===== src/rtl/fwd_scoreboard.sv =====
// Forwarding scoreboard: tracks in-flight writes for LANES x STAGES and resolves EX operand selects and load-use stalls.
// Optional performance counters are built when FWD_PERF_CNT_EN is defined.
module fwd_scoreboard #(
    parameter int  LANES    = 2,
    parameter int  STAGES   = 2,
    parameter int  REG_BITS = 5,
    localparam int SEL_W    = $clog2(LANES * STAGES + 1)
) (
    input  logic                      clk,
    input  logic                      rst,
    input  logic                      hold,
    input  logic                      flush,
    input  logic [LANES-1:0]          ex_valid,
    input  logic [LANES-1:0]          ex_regwrite,
    input  logic [LANES-1:0]          ex_memread,
    input  logic [LANES*REG_BITS-1:0] ex_rd,
    input  logic [LANES*REG_BITS-1:0] ex_rs,
    input  logic [LANES*REG_BITS-1:0] ex_rt,
    output logic [LANES*SEL_W-1:0]    fwd_a,
    output logic [LANES*SEL_W-1:0]    fwd_b,
    output logic                      load_use_stall,
    output logic [31:0]               perf_fwd_cnt,
    output logic [31:0]               perf_stall_cnt
);

    logic [STAGES-1:0][LANES-1:0]               ent_valid_r;
    logic [STAGES-1:0][LANES-1:0]               ent_load_r;
    logic [STAGES-1:0][LANES-1:0][REG_BITS-1:0] ent_rd_r;

    logic [LANES-1:0][SEL_W:0] res_a_s;
    logic [LANES-1:0][SEL_W:0] res_b_s;
    logic                      stall_s;

    // Returns {stall, select}: a stage-0 load winner yields no select and falls through to older stages.
    function automatic logic [SEL_W:0] resolve(
        input logic [REG_BITS-1:0]                    src,
        input logic [STAGES-1:0][LANES-1:0]           vld,
        input logic [STAGES-1:0][LANES-1:0]           ld,
        input logic [STAGES-1:0][LANES-1:0][REG_BITS-1:0] rd
    );
        logic [SEL_W-1:0] older;
        logic [SEL_W-1:0] young;
        logic             hit0;
        logic             hit0_load;
        older     = {SEL_W{1'b0}};
        young     = {SEL_W{1'b0}};
        hit0      = 1'b0;
        hit0_load = 1'b0;
        for (int s = STAGES - 1; s >= 1; s--) begin
            for (int l = 0; l < LANES; l++) begin
                if (vld[s][l] && (rd[s][l] != {REG_BITS{1'b0}}) && (rd[s][l] == src)) begin
                    older = SEL_W'(s * LANES + l + 1);
                end else begin
                    older = older;
                end
            end
        end
        for (int l = 0; l < LANES; l++) begin
            if (vld[0][l] && (rd[0][l] != {REG_BITS{1'b0}}) && (rd[0][l] == src)) begin
                hit0      = 1'b1;
                hit0_load = ld[0][l];
                young     = SEL_W'(l + 1);
            end else begin
                hit0 = hit0;
            end
        end
        return {hit0 & hit0_load, (hit0 & ~hit0_load) ? young : older};
    endfunction

    // Per-lane lookup of both source operands against the tracker.
    always_comb begin
        for (int l = 0; l < LANES; l++) begin
            res_a_s[l] = resolve(ex_rs[l*REG_BITS +: REG_BITS], ent_valid_r, ent_load_r, ent_rd_r);
            res_b_s[l] = resolve(ex_rt[l*REG_BITS +: REG_BITS], ent_valid_r, ent_load_r, ent_rd_r);
        end
    end

    // Gate the results with lane valid and merge the stall requests.
    always_comb begin
        fwd_a   = {(LANES*SEL_W){1'b0}};
        fwd_b   = {(LANES*SEL_W){1'b0}};
        stall_s = 1'b0;
        for (int l = 0; l < LANES; l++) begin
            if (ex_valid[l]) begin
                fwd_a[l*SEL_W +: SEL_W] = res_a_s[l][SEL_W-1:0];
                fwd_b[l*SEL_W +: SEL_W] = res_b_s[l][SEL_W-1:0];
                stall_s = stall_s | res_a_s[l][SEL_W] | res_b_s[l][SEL_W];
            end else begin
                fwd_a[l*SEL_W +: SEL_W] = {SEL_W{1'b0}};
                fwd_b[l*SEL_W +: SEL_W] = {SEL_W{1'b0}};
            end
        end
    end

    assign load_use_stall = stall_s;

    // Tracker advances with the pipeline; a stalled or flushed EX bundle enters as a bubble.
    always_ff @(posedge clk) begin
        if (rst) begin
            ent_valid_r <= '0;
            ent_load_r  <= '0;
            ent_rd_r    <= '0;
        end else if (hold) begin
            ent_valid_r <= ent_valid_r;
            ent_load_r  <= ent_load_r;
            ent_rd_r    <= ent_rd_r;
        end else begin
            for (int s = 1; s < STAGES; s++) begin
                ent_valid_r[s] <= ent_valid_r[s-1];
                ent_load_r[s]  <= ent_load_r[s-1];
                ent_rd_r[s]    <= ent_rd_r[s-1];
            end
            if (flush || stall_s) begin
                ent_valid_r[0] <= '0;
                ent_load_r[0]  <= '0;
                ent_rd_r[0]    <= '0;
            end else begin
                ent_valid_r[0] <= ex_valid & ex_regwrite;
                ent_load_r[0]  <= ex_memread;
                ent_rd_r[0]    <= ex_rd;
            end
        end
    end

`ifdef FWD_PERF_CNT_EN
    logic [31:0] fwd_cnt_r;
    logic [31:0] stall_cnt_r;
    logic [31:0] fwd_inc_s;

    // Number of nonzero selects presented this cycle.
    always_comb begin
        fwd_inc_s = 32'd0;
        for (int l = 0; l < LANES; l++) begin
            fwd_inc_s = fwd_inc_s + {31'd0, |fwd_a[l*SEL_W +: SEL_W]}
                                  + {31'd0, |fwd_b[l*SEL_W +: SEL_W]};
        end
    end

    // Wrapping event counters, frozen while the pipeline is held.
    always_ff @(posedge clk) begin
        if (rst) begin
            fwd_cnt_r   <= 32'd0;
            stall_cnt_r <= 32'd0;
        end else if (hold) begin
            fwd_cnt_r   <= fwd_cnt_r;
            stall_cnt_r <= stall_cnt_r;
        end else begin
            fwd_cnt_r   <= fwd_cnt_r + fwd_inc_s;
            stall_cnt_r <= stall_cnt_r + {31'd0, stall_s};
        end
    end

    assign perf_fwd_cnt   = fwd_cnt_r;
    assign perf_stall_cnt = stall_cnt_r;
`else
    assign perf_fwd_cnt   = 32'd0;
    assign perf_stall_cnt = 32'd0;
`endif

endmodule


===== config.mk =====
export PLATFORM = sky130hd
export DESIGN_NAME = fwd_scoreboard
export DESIGN_NICKNAME = d
export VERILOG_FILES = /design/src/rtl/fwd_scoreboard.sv
export SDC_FILE = /design/constraint.sdc
export NUM_CORES = 1
export LEC_CHECK = 0
export CAP_MARGIN = 30
export CORE_MARGIN = 2
export CORE_UTILIZATION = 48
export DETAILED_ROUTE_END_ITERATION = 12
export HOLD_SLACK_MARGIN = 0.05
export PLACE_DENSITY = 0.84
export SLEW_MARGIN = 20
export SYNTH_ARGS = -nofsm -noshare
export SYNTH_HDL_FRONTEND = slang
export SYNTH_SLANG_ARGS = --single-unit

===== constraint.sdc =====
create_clock -name clk -period 5.2 [get_ports clk]
set_input_delay 1.04 -clock clk [delete_from_list [all_inputs] [get_ports clk]]
set_output_delay 1.04 -clock clk [all_outputs]
set_load 0.02 [all_outputs]

# --- Word level (Yosys, flattened, before mapping) ---
# Index checks and enable logic that the tools add are counted.
op_classes:
  bitwise: 16
  n_reduce_logical: 25
  eq_ne: 16
  muxes: 45
ops:
  columns: ["op", "n"]
  rows:
  - ["$eq 5x5->1", 16]
  - ["$mux 3", 16]
  - ["$mux 1", 22]
  - ["$logic_and 1x1->1", 20]
  - ["$reduce_bool 5->1", 4]
  - ["$mux 2", 6]
  - ["$mux 10", 1]
  - ["$and 1x1->1", 8]
  - ["$not 1->1", 4]
  - ["$or 1x1->1", 3]
  - ["$and 2x2->2", 1]
  - ["$logic_or 1x1->1", 1]
totals:
  output_inout_bits: 77
  regBits: 26
  word_cells: 109

# --- Longest topological paths before layout ---
# Gate-level depths: netlist (run 1).
logic_depth:
  word_depth: 13
  ltp_mapped: 8

# --- Worst setup path after synthesis (run 1) ---
# OpenSTA, ideal clock, no wires.
synth_timing:
  kind: "input to output"
  from: "input port ex_rs[4]"
  to: "output port load_use_stall"
  n_path_buf: 1
  path_slack_ns: 1.663
  arrival_time_ns: 2.497
  path_stages: 7
  path_cell_list: "clkbuf_1 -> xnor2_1 -> nand3_1 -> nor3_1 -> nand2b_1 -> a31oi_4 -> or3_1"
synth_via:
  elab_chain_cells: 10
synth_lines:
  columns: ["element", "line", "source"]
  rows:
  - ["start, declared", "17", "input logic [LANES*REG_BITS-1:0] ex_rs,"]
  - ["$eq 5x5->1", "59", "if (vld[0][l] && (rd[0][l] != {REG_BITS{1'b0}}) && (rd[0][l] == src)) begin"]
  - ["$logic_and 1x1->1", "59", null]
  - ["$mux 1 (2 in series)", "59", null]
  - ["$and 1x1->1 (*)", "67", "return {hit0 & hit0_load, (hit0 & ~hit0_load) ? young : older};"]
  - ["$or 1x1->1 (*)", "87", "stall_s = stall_s | res_a_s[l][SEL_W] | res_b_s[l][SEL_W];"]
  - ["$mux 1 (*)", "84", "if (ex_valid[l]) begin"]
  - ["$or 1x1->1 (2 in series)", "87", null]
  - ["$mux 1 (*)", "84", null]
  - ["end, declared", "21", "output logic load_use_stall,"]
# Mark *: on every way between the ends. The rest lies on a longest branch, timed or not.

# --- Final worst setup path (run 1) ---
layout_timing:
  from: "input port ex_rt[7]"
  to: "output port fwd_b[3]"
layout_via:
  elab_chain_cells: 8
layout_lines:
  columns: ["element", "line", "source"]
  rows:
  - ["start, declared", "18", "input logic [LANES*REG_BITS-1:0] ex_rt,"]
  - ["$eq 5x5->1", "59", null]
  - ["$logic_and 1x1->1", "59", null]
  - ["$mux 1 (2 in series)", "59", null]
  - ["$not 1->1", "67", null]
  - ["$and 1x1->1", "67", null]
  - ["$mux 3 (*)", "67", null]
  - ["$mux 3 (*)", "84", null]
  - ["end, declared", "20", "output logic [LANES*SEL_W-1:0] fwd_b,"]
# Marks and branches as above.

==> summary.md, run 1 <==
| Metric | Value |
|---|---|
| Predominant post-synthesis flop cell | `dfxtp_1` |
| CTS Buf Count | `3` |
| Largest net degree at the start of global routing | `28` |
| Area of the core | `about 6000 um^2` |
| Worst Hold Class | `reg -> reg` |
| Post-route minimum period | `4.740 ns` |
| Fin crit share | `91.15%` |
| RSZ-0062 raised after global routing | `no` |
| Final slew viol count | `0` |
| Boundary Pins | `~120` |
| Initial DRC Count | `around 220` |
| Element type at the critical path end | `primary output` |
| H-Tree Depth | `1` |
| Setup crit start kind | `input pin` |
| Fmax achieved | `approximately 210 MHz` |
| Layout cells sized above 1 | `4.738%` |
| Synth Warn # | `0` |
| # DRC | `0` |
| Vias in the first global route | `about 2,400` |
| Gr busiest metal | `met2` |
| Total global routing overflow | `0` |
| Setup Skew | `about 0.0073 ns` |
| CTS root buf | `clkbuf_8` |
| Final net count | `between 400 and 500` |
| Worst rel slew slack | `between 30 and 40%` |
| Starting density of the core | `between 50% and 60%` |
| Cts-stage hold buffer count | `0` |
| IO buf count | `52` |
| Die Ht | `83.03 um` |
| Layout area overhead | `9.433%` |
| Req. time, crit path | `approximately 4.2 ns` |
| Fin cells | `about 480` |
| DRT Pass-1 Iters | `5` |
| Seq/Total Area, Yosys | `roughly 17%` |
| Fillers | `around 590` |
| Setup CP Type | `in -> out` |
| Vias after detailed routing | `between 2,000 and 3,000` |
| Routed Antenna Nets | `0` |
| DR vias/cell | `about 5.4` |
| Die width | `approximately 83 um` |
| Flops & latches, synth | `26` |
| Final HPWL DP | `between 5000 and 6000 um` |
| Netlist Area Pre-Place | `2998 um^2` |
| Setup TNS | `0 ns` |
| GPL Wtd Cong | `between 0.9 and 1` |
| Rows | `28` |
| CTS clk-pin slew, worst paths | `approximately 0.090 ns` |
| Tot GR Track Use | `21.34%` |
| Met2 usage | `36.29%` |
| Placed cell count | `472` |
| CTS tree | `done` |
| Worst skew pair latency | `roughly 0.27 ns` |
| CTS Sinks | `26` |
| Maximum capacitance violations | `0` |
| Post-CTS sizing | `0` |
| CP arrival | `approximately 3.7 ns` |
| Syn_area_per_cell | `7.868 um^2` |
| Detailed Route WL | `~7700 um` |
| Cells after synthesis | `approximately 380` |
| Post-synthesis cell type count | `38` |
| Die Area | `6894 um^2` |
| Slew @ Worst Pin | `roughly 0.95 ns` |
| FFs w/ async S/R, synth | `0%` |
| Met1 Use GR | `27.33%` |
| Final Hold Vio Count | `0` |
| Setup Viol. Count Final | `0` |
| Worst vdd ir | `approximately 0.13 mV` |
| Initial antenna violation count | `0` |
| Met3 usage | `2.684%` |
| EDFF count, synth | `0` |
| Bufs on Longest Clock Path | `2` |
| Critical path fanouts, max | `4` |
| First-pass GRT wire length | `~12,000 um` |
| Leak | `1.336 nW` |
| Cell Pwr Density | `between 150 and 200 nW/um^2` |
| Post-CTS setup repair buffer count | `0` |
| Number of diodes | `0` |
| Status | `finished, final reports clean` |
| Wire length per cell after detailed routing | `16.13 um` |
-- registers in the layout (all words and copies together) (netlist names) --
register	flops
ent_rd_r	20
ent_valid_r	4
ent_load_r	2
-- power by group --
| group | internal, mW | total (mW) | switching (mW) |
|---|---|---|---|
| Combinational | 0.0645 | 0.159 | 0.0944 |
| Clock | 0.103 | 0.165 | 0.0619 |
| Sequential | 0.205 | 0.222 | 0.0170 |
-- cell usage after synthesis, types with 9 or more instances --
library cell   n  area [um^2]
o2111ai_1     16        140.1
nand3_1        9        45.04
dfxtp_1       26        520.5
xnor2_1       36        315.3
nor4_1        12        75.07
nor3b_1       12        90.09
nor2_1        21        78.83
nand2_1       25        93.84
buf_2         10        50.05
o21ai_1       15        75.07
clkbuf_1      21        78.83
mux2i_1       12        120.1
nor3_1        11        55.05
xor2_1        44        385.4
buf_4         65        488.0
-- kinds of logic after synthesis --
| logic type | count (synthesis) | share of synthesized area [%] |
|---|---|---|
| AOI/OAI and AO/OA | 43 | 11.60 |
| other | 1 | 0.1251 |
| muxes | 12 | 4.007 |
| DFF | 26 | 17.36 |
| and+or+nand+nor | 117 | 21.45 |
| buffers and inverters | 102 | 22.08 |
| xor gates and xnor gates | 80 | 23.37 |
-- worst max-delay path, stage by stage --
cell,delay [ns]
clkdlybuf4s50_1,0.62
xnor2_1,0.15
nand3_1,0.10
or4_4,0.55
nor3_1,0.34
o31ai_1,0.17
nor2_1,0.12
clkdlybuf4s50_1,0.61
-- cells in the final DEF, fill, tap and decap left out, types with 2 or more instances in the layout --
cell type        instances
a21boi_0                 2
and2_1                   6
buf_4                    3
clkbuf_8                 3
clkdlybuf4s50_1         52
conb_1                  64
dfxtp_1                 26
mux2i_1                 12
nand2_1                 25
nand2b_1                 2
nand3_1                  9
nand4_1                  2
nor2_1                  21
nor2b_1                  2
nor3_1                  11
nor3b_1                 12
nor4_1                  12
o2111ai_1               16
o21ai_1                 15
o31ai_1                  4
or4_1                    6
or4_4                    3
xnor2_1                 36
xor2_1                  44
-- area by class of cell --
type,instances,area [um^2],share of cell area (%)
clock buffer,3,41.29,1.259
timing repair buffer,55,543.0,16.55
multi-input combinational,316,2052,62.55
sequential,26,520.5,15.87
clock inverter,1,30.03,0.9153
tap,75,93.84,2.860
-- layer usage --
metal  wire (um)  part of all wire, %  vias up
li1            -                    -     1206
met1        3132                   41     1207
met2        3729                   49      157
met3         618                  8.1       20
met4         196                  2.6        0
met5           0                    0        -
-- per-stage QoR --
stage               hold WS (ns)  cell area (um^2)  power (mW)  worst slack, ns  utilization [%]
floorplan                 0.4512              3234      0.3694            1.663                -
global placement          0.4713              3209      0.3785           0.5467            53.57
detailed placement        0.4829              3209      0.3820           0.4771            53.57
CTS                       0.5081              3281      0.5469           0.4686            54.76
global route              0.5312              3281      0.5696           0.2979            54.76
finish                    0.5031              3281      0.5455           0.4600            54.76
-- final timing paths --
path	depth (start not counted)	endpoint	start	slack, ns
setup / recovery	8	fwd_b[3]	ex_rt[7]	0.46
hold / removal	2	ent_valid_r[3]$_SDFFE_PP0N_	ent_valid_r[3]$_SDFFE_PP0N_	0.50
setup reg to reg	7	ent_valid_r[0]$_SDFFE_PP0N_	ent_rd_r[4]$_SDFFE_PP0N_	2.87
hold reg to reg	2	ent_valid_r[3]$_SDFFE_PP0N_	ent_valid_r[3]$_SDFFE_PP0N_	0.50
Power figures use the tool's default switching activity.
==> run 2, diff against run 1 <==
- CORE_UTILIZATION: 48 -> 31
- PLACE_DENSITY: 0.84 -> 0.57
==> summary.md, run 2 (same netlist as run 1, synthesis figures left out) <==
| Metric | Value |
|---|---|
| Status | `finished, final reports clean` |
| CTS Sinks | `26` |
| Design Power | `about 550 uW` |
| Post-route minimum period | `~4.8 ns` |
| Worst rel slew slack | `between 40 and 50%` |
| CP arrival | `approximately 3.7 ns` |
| Wire length per cell after detailed routing | `15.36 um` |
| Total global routing overflow | `0` |
| GPL Wtd Cong | `0.8571` |
| Setup Viol. Count Final | `0` |
| Fin cells | `approximately 530` |
| Worst vdd ir | `about 0.1 mV` |
| Largest net degree at the start of global routing | `28` |
| Max reg flops | `20` |
| Area of the core | `just over 9000 um^2` |
| Detailed Route WL | `slightly above 8000 um` |
| Setup Skew | `0.009853 ns` |
| Maximum capacitance violations | `0` |
| Placed instance area | `roughly 3300 um^2` |
| Initial DRC Count | `~150` |
| Starting density of the core | `32.14%` |
| Req. time, crit path | `around 4.2 ns` |
| Final Cell Area | `roughly 3400 um^2` |
| Critical path fanouts, max | `4` |
| Cell Pwr Density | `163.7 nW/um^2` |
| WHS Path Cells | `2` |
| Die Ht | `between 100 and 150 um` |
| Element type at the critical path end | `primary output` |
| Leak | `between 1 and 1.5 nW` |
| DRT Pass-1 Iters | `4` |
| Number of diodes | `0` |
| Final slew viol count | `0` |
| Leading cell type in the layout, fill and taps excluded | `conb_1` |
| Final net count | `443` |
| IO buf count | `52` |
| Fmax achieved | `~210 MHz` |
| Boundary Pins | `roughly 120` |
| Tot GR Track Use | `15.73%` |
| Vias after detailed routing | `approximately 2,500` |
| Reg2reg path depth | `7` |
| Worst setup margin | `approximately 0.43 ns` |
| DR vias/cell | `approximately 4.6` |
| CTS root buf | `clkbuf_8` |
| Slew @ Worst Pin | `~0.88 ns` |
| Worst Hold Class | `reg -> reg` |
| Fin crit share | `between 90% and 100%` |
| Setup crit start kind | `input pin` |
| Pre-CTS setup slack | `around 0.37 ns` |
| Die Area | `between 10,000 and 15,000 um^2` |
| Post-CTS setup repair buffer count | `0` |
| Initial antenna violation count | `0` |
| Worst skew pair latency | `approximately 0.27 ns` |
| Layout cells sized above 1 | `under 10%` |
| Largest registers | `ent_rd_r x20, ent_valid_r x4, ent_load_r x2` |
| Rows | `35` |
| First-pass GRT wire length | `approximately 13,000 um` |
| Layout area overhead | `12.19%` |
| Setup CP Type | `in -> out` |
| Register-to-register setup slack | `2.84 ns` |
| Routed Antenna Nets | `0` |
| CTS clk-pin slew, worst paths | `0.10 ns` |
| Final Hold Vio Count | `0` |
| CTS tree | `done` |
| Post-CTS sizing | `0` |
| Hold_sp | `ent_valid_r[1]$_SDFFE_PP0N_` |
| Setup TNS | `0 ns` |
| Vias in the first global route | `between 2,000 and 2,500` |
| Register name with the most flops | `ent_rd_r` |
| Hold Path End | `ent_valid_r[1]$_SDFFE_PP0N_` |
| H-Tree Depth | `1` |
| # DRC | `0` |
| Die width | `slightly above 100 um` |
| Worst reg2reg path startpoint | `ent_rd_r[1]$_SDFFE_PP0N_` |
| RSZ-0062 raised after global routing | `no` |
| Cts-stage hold buffer count | `0` |
| Reg-to-reg endpoint | `ent_load_r[1]$_SDFFE_PP0N_` |
| CTS Buf Count | `3` |
| Most frequent cells in the layout | `conb_1, clkdlybuf4s50_1, xor2_1` |
| Bufs on Longest Clock Path | `2` |
| Placed cell count | `~530` |
| Final HPWL DP | `around 6400 um` |
| Fillers | `slightly below 1,000` |
==> run 2: worst max path at each step <==
stage | startpoint | endpoint | slack, ns | cells after the start
after detailed placement | ex_rs[7] | fwd_a[3] | 0.37 | 8
after CTS | ex_rs[7] | fwd_a[3] | 0.36 | 8
final | ex_rs[7] | fwd_a[3] | 0.43 | 8
after floorplan | ex_rs[4] | load_use_stall | 1.66 | 7
after global placement | ex_rs[7] | fwd_a[4] | 0.46 | 8
after global routing | ex_rs[7] | fwd_a[3] | 0.24 | 8
==> run 2: through the flow <==
stage / hold slack (ns) / util (%)
finish: 0.4929 / 36.06
global route: 0.5209 / 36.06
CTS: 0.4974 / 35.90
detailed placement: 0.4838 / 35.13
global placement: 0.4766 / 35.13
floorplan: 0.4512 / -
==> run 2: layout make-up <==
type / instances / area (um^2) / share of cell area [%]
Sequential cell: 26 / 520.5 / 15.48
Multi-Input combinational cell: 316 / 2052 / 61.01
Tap cell: 129 / 161.4 / 4.799
Clock inverter: 1 / 30.03 / 0.8929
Timing Repair Buffer: 56 / 558.0 / 16.59
Clock buffer: 3 / 41.29 / 1.228
==> run 2: critical path, cell delays in order <==
cell and delay, ns:
clkdlybuf4s50_1 0.56, xor2_1 0.21, nor4_1 0.52, nand3_1 0.22
and3b_1 0.26, o31ai_1 0.30, nor2_1 0.07, clkdlybuf4s50_1 0.55
==> run 2: power breakdown <==
group,internal [mW],switching [mW],leakage (nW)
sequential,0.205,0.0168,0.211
clock,0.103,0.0656,0.0357
combinational,0.0655,0.0946,1.10
total,0.373,0.177,1.34
==> run 2: per-layer routing <==
metal / vias up / part of all wire, % / wire length (um) / GRT usage (%)
met5: - / 0 / 0 / 0
met2: 97 / 50 / 4068 / 27.68
met3: 8 / 5.9 / 482 / 1.778
li1: 1204 / - / - / -
met1: 1155 / 43 / 3496 / 20.27
met4: 0 / 1.3 / 108 / 4.513
